`config.mk`:
```
export PLATFORM = sky130hd
export DESIGN_NAME = uart_tx_arbiter
export DESIGN_NICKNAME = d
export VERILOG_FILES = /design/src/rtl/uart_arb_pkg.sv /design/src/rtl/rr_arbiter.sv /design/src/rtl/uart_tx_arbiter.sv
export SDC_FILE = /design/constraint.sdc
export NUM_CORES = 1
export LEC_CHECK = 0
export BUFFER_PORTS_ARGS = -buffer_cell sky130_fd_sc_hd__buf_2
export CORE_ASPECT_RATIO = 1.4
export CORE_MARGIN = 2
export CORE_UTILIZATION = 42
export CTS_CLUSTER_SIZE = 16
export DETAILED_ROUTE_END_ITERATION = 12
export MAX_ROUTING_LAYER = met4
export PLACE_DENSITY_LB_ADDON = 0.05
export SYNTH_ARGS = -nofsm -noshare
export SYNTH_HDL_FRONTEND = slang
export SYNTH_SLANG_ARGS = --single-unit
```
`constraint.sdc`:
```
create_clock -name clk -period 2.33 [get_ports clk]
set_clock_uncertainty 0.15 [all_clocks]
set_input_delay 0.699 -clock clk [delete_from_list [all_inputs] [get_ports clk]]
set_output_delay 0.699 -clock clk [all_outputs]
set_load 0.02 [all_outputs]
```
`src/rtl/uart_arb_pkg.sv`:
```
// Shared types and constants for the UART transmit arbiter.
// Optional header insertion is controlled by the macro UART_ARB_HEADER_EN.
package uart_arb_pkg;

    localparam int BYTE_W = 8;

    // Default upper nibble of the per-packet header byte.
    localparam logic [3:0] HEADER_TAG_DEFAULT = 4'hA;

    typedef enum logic [1:0] {
        IDLE = 2'd0,
        HDR  = 2'd1,
        DATA = 2'd2
    } arb_state_e;

    // Header byte: tag nibble followed by the zero-extended grant index.
    function automatic logic [BYTE_W-1:0] make_header(input logic [3:0] tag,
                                                      input logic [3:0] id);
        return {tag, id};
    endfunction

endpackage

```
`src/rtl/rr_arbiter.sv`:
```
// Combinational round-robin picker: returns the first asserted request
// searching upward from ptr+1, wrapping modulo N.
module rr_arbiter #(
    parameter int N    = 4,
    parameter int ID_W = $clog2(N)
) (
    input  logic [N-1:0]    req,
    input  logic [ID_W-1:0] ptr,
    output logic [ID_W-1:0] idx,
    output logic            found
);

    logic [ID_W-1:0] cand_s;

    // Scan offsets 1..N from the pointer; the first hit wins.
    always_comb begin
        idx    = '0;
        found  = 1'b0;
        cand_s = '0;
        for (int i = 1; i <= N; i++) begin
            cand_s = ID_W'((int'(ptr) + i) % N);
            if (!found && req[cand_s]) begin
                found = 1'b1;
                idx   = cand_s;
            end else begin
                found = found;
            end
        end
    end

endmodule

```
`src/rtl/uart_tx_arbiter.sv`:
```
// Packet-granular round-robin arbiter sharing one UART transmit byte stream.
// Define UART_ARB_HEADER_EN to prefix each packet with a header byte
// {HEADER_TAG, grant index}.
module uart_tx_arbiter
    import uart_arb_pkg::*;
#(
    parameter int         NUM_REQ    = 4,
    parameter int         ID_W       = $clog2(NUM_REQ),
    parameter logic [3:0] HEADER_TAG = HEADER_TAG_DEFAULT
) (
    input  logic                      clk,
    input  logic                      rst_n,
    input  logic [NUM_REQ*BYTE_W-1:0] req_data,
    input  logic [NUM_REQ-1:0]        req_valid,
    input  logic [NUM_REQ-1:0]        req_last,
    output logic [NUM_REQ-1:0]        req_ready,
    output logic [BYTE_W-1:0]         tx_data,
    output logic                      tx_valid,
    input  logic                      tx_ready,
    output logic [ID_W-1:0]           grant_id,
    output logic                      busy
);

    arb_state_e          state_r, state_s;
    logic [ID_W-1:0]     grant_id_r, grant_id_s;
    logic [ID_W-1:0]     ptr_r, ptr_s;
    logic [BYTE_W-1:0]   tx_data_r, out_data_s;
    logic                tx_valid_r, out_valid_s;
    logic                load_s, accept_s;
    logic [ID_W-1:0]     pick_idx_s;
    logic                pick_found_s;
    logic                sel_valid_s, sel_last_s;
    logic [BYTE_W-1:0]   sel_data_s;
    logic [NUM_REQ-1:0]  req_ready_s;

    rr_arbiter #(
        .N    (NUM_REQ),
        .ID_W (ID_W)
    ) u_rr (
        .req   (req_valid),
        .ptr   (ptr_r),
        .idx   (pick_idx_s),
        .found (pick_found_s)
    );

    // Output register may take a new byte when empty or being drained.
    assign load_s = !tx_valid_r || tx_ready;

    // Select the granted requester's byte lane and decode per-requester ready.
    always_comb begin
        sel_valid_s = 1'b0;
        sel_last_s  = 1'b0;
        sel_data_s  = '0;
        req_ready_s = '0;
        for (int i = 0; i < NUM_REQ; i++) begin
            sel_valid_s    = sel_valid_s | ((grant_id_r == ID_W'(i)) & req_valid[i]);
            sel_last_s     = sel_last_s  | ((grant_id_r == ID_W'(i)) & req_last[i]);
            sel_data_s     = sel_data_s  | ({BYTE_W{grant_id_r == ID_W'(i)}}
                                            & req_data[i*BYTE_W +: BYTE_W]);
            req_ready_s[i] = (state_r == DATA) && (grant_id_r == ID_W'(i)) && load_s;
        end
    end

    assign accept_s = sel_valid_s && (state_r == DATA) && load_s;

    // Next-state, grant/pointer update and output-register load decision.
    always_comb begin
        state_s     = state_r;
        grant_id_s  = grant_id_r;
        ptr_s       = ptr_r;
        out_valid_s = 1'b0;
        out_data_s  = make_header(HEADER_TAG, 4'(grant_id_r));
        case (state_r)
            IDLE: begin
                if (pick_found_s) begin
                    grant_id_s = pick_idx_s;
`ifdef UART_ARB_HEADER_EN
                    state_s    = HDR;
`else
                    state_s    = DATA;
`endif
                end else begin
                    state_s = IDLE;
                end
            end
            HDR: begin
`ifdef UART_ARB_HEADER_EN
                if (load_s) begin
                    out_valid_s = 1'b1;
                    state_s     = DATA;
                end else begin
                    state_s = HDR;
                end
`else
                state_s = IDLE;
`endif
            end
            DATA: begin
                if (accept_s) begin
                    out_valid_s = 1'b1;
                    out_data_s  = sel_data_s;
                    if (sel_last_s) begin
                        state_s = IDLE;
                        ptr_s   = grant_id_r;
                    end else begin
                        state_s = DATA;
                    end
                end else begin
                    state_s = DATA;
                end
            end
            default: begin
                state_s = IDLE;
            end
        endcase
    end

    // State, grant and round-robin pointer registers.
    always_ff @(posedge clk or negedge rst_n) begin
        if (!rst_n) begin
            state_r    <= IDLE;
            grant_id_r <= '0;
            ptr_r      <= ID_W'(NUM_REQ - 1);
        end else begin
            state_r    <= state_s;
            grant_id_r <= grant_id_s;
            ptr_r      <= ptr_s;
        end
    end

    // Single-entry output register toward the UART transmit side.
    always_ff @(posedge clk or negedge rst_n) begin
        if (!rst_n) begin
            tx_valid_r <= 1'b0;
            tx_data_r  <= '0;
        end else if (load_s) begin
            tx_valid_r <= out_valid_s;
            if (out_valid_s) begin
                tx_data_r <= out_data_s;
            end
        end
    end

    assign tx_valid  = tx_valid_r;
    assign tx_data   = tx_data_r;
    assign req_ready = req_ready_s;
    assign grant_id  = grant_id_r;
    assign busy      = (state_r != IDLE);

endmodule

```
==> results.tsv <==
metric	value	unit
clkTransAtPathRegs	0.09	ns
crit_chain	buf_4, inv_1, nor3_1, buf_2	
numCtsBuffers	3	
pin_count	59	
io_buffers	58	
yosysTopAreaCellShare	0.307	
m1WireLength	770	um
cts_tree	done	
grt_use_total	0.185	
drive_above_1_share	0.622	
fp.dieArea	0.00274	mm2
cts_sinks	14	
cp.arrival	1.34	ns
syn_area	978	um2
wl_met2	1270	um
synthArstFlopShare	1.00	
ys_types	28	
timing.rr.end	tx_data[2]$_DFFE_PN0P_	
timing_hold_violations_final	0	
synth-seq-cells	14	
yosys.area.top_type	dfrtp_1	
drt-pass1-iter-count	3	
cts.htree.levels	1	
cts_hold_buf	0	
coreArea	0.00220	mm2
dpl_worst_slack	0.134	ns
post-cts-setup-buffers	0	
fp.dieW	44.8	um
ys_top_cells_by_count	dfrtp_1, mux2_2, mux4_1	
grt_pass1_wl	3560	um
worstPathRequired	1.48	ns
rsz0062_at_grt	false	
ant_nets	0	
whs	0.157	ns
status	finished, final reports clean	
setup_viol	0	
synthToLayoutAreaGrowth	34.7	%
fin_cells	157	
setup_tns	0	ns
tightest_slew	0.378	ns
viasPerCell	5.41	
rows	20	
cts_root_buf	clkbuf_4	
cts.path.max_buffers	2	
cp-start-kind	register	
syn_inst	72	
irDropWorstVdd	0.000627	V
initial_utilization	0.444	
relSlewSlack	0.748	
yosysMostFrequentCell	dfrtp_1	
dp.cells	153	
drv_slew	0	
layout_setup_ws	0.141	ns
cp-end-kind	output port	
cap_violations	0	
hold_path_class	input port to asynchronous set/reset pin	
avgSynthCellArea	13.6	um2
synth_area_leaders	dfrtp_1, mux4_1, mux2_2	
synth_edf_count	0	
yosys_warnings	0	
reg2reg_from	grant_id[0]$_DFFE_PN0P_	
reg2regPathDepth	3	
grt_pass1_vias	866	
grt_overflow_total	0	
postPlaceCellArea	0.00128	mm2
min_period	2.19	ns
dr_wl_met3	144	um
drtIter0Drc	17	
antenna_found_initial	0	
clk_latency	0.27	ns
period_share	0.940	
place_congestion	0.726	
nets	179	
p_leak	0.000687	uW
synthesis.nets	115	
routed.top_layer	met4	
reg2reg_slack	0.52	ns
die_h	61.1	um
vias	849	
yosysSeqAreaShare	0.361	
slowest_delay	0.43	ns
drcViolationCount	0	
wl_per_cell	14.0	um
slowest_stage	dfrtp_1	
wirelength	2200	um
antenna_cells	0	
crit_fanout	8	
final_cell_area	0.00132	mm2
fmaxAchievable	457	MHz
synthFlopType	dfrtp_1	
ctsResizeCount	0	
crit_type	register to output port	
grt_max_degree	15	
powerDensity	1300	mW/mm2
place_hpwl	1840	um
[critical path, delay by kind of cell, from the launching register on]
family | cells | cell delay [ns]
buf+inv | 3 | 0.46
simple gates | 1 | 0.18
flops | 1 | 0.43
[cell type report]
cell class / count / area [um2]
Clock buffer: 4 / 36.3
Fill cell: 207 / 885
Inverter: 3 / 11.3
Multi-Input combinational cell: 51 / 562
Sequential cell: 14 / 353
Tap cell: 22 / 27.5
Timing Repair Buffer: 63 / 328
[cells in the final DEF, fill, tap and decap left out, types with 3 or more instances in the layout]
master / count
dfrtp_1: 12
nor2_1: 3
buf_2: 58
nand2_1: 4
buf_4: 5
a21oi_1: 3
inv_1: 3
mux2_2: 9
mux4_1: 7
mux2i_1: 3
nand2b_1: 3
clkbuf_4: 3
[how the worst max path moves through the flow]
stage | start | end | slack, ns | depth (start not counted)
after floorplan | tx_ready | req_ready[0] | -0.0007 | 3
after global placement | req_valid[3] | tx_data[4]$_DFFE_PN0P_ | 0.18 | 4
after detailed placement | tx_ready | req_ready[1] | 0.13 | 5
after CTS | grant_id[0]$_DFFE_PN0P_ | req_ready[1] | 0.11 | 4
after global routing | grant_id[0]$_DFFE_PN0P_ | req_ready[1] | 0.03 | 4
final | grant_id[0]$_DFFE_PN0P_ | req_ready[1] | 0.14 | 4
[logic make-up after synthesis]
group           share of synthesized area
simple gates                        0.125
buf+inv                            0.0652
flops                               0.361
mux                                 0.368
compound gates                     0.0806
[sequential cells by signal, indices dropped and copies added, names as in the netlist]
signal and flops:
tx_data 8, grant_id 2, ptr_r 2, state_r 1, tx_valid 1
[per-stage QoR]
step / power (uW) / utilization
after global placement: 1540 / 0.582
after floorplan: 1300 / -
after global routing: 1850 / 0.598
after detailed placement: 1560 / 0.582
final: 1710 / 0.598
after CTS: 1740 / 0.598
[power by group]
part	switching, uW	leakage (uW)	internal (uW)
combinational	514	0.000506	528
clock	79.1	0.0000210	94.9
sequential	108	0.000160	385
[per-layer routing]
metal  vias to the layer above  GRT usage
met4                         0     0.0630
met3                         2     0.0293
met1                       405      0.174
met5                         -          -
met2                        29      0.369
li1                        413          -
No activity file was read; power rests on OpenSTA's default activity.
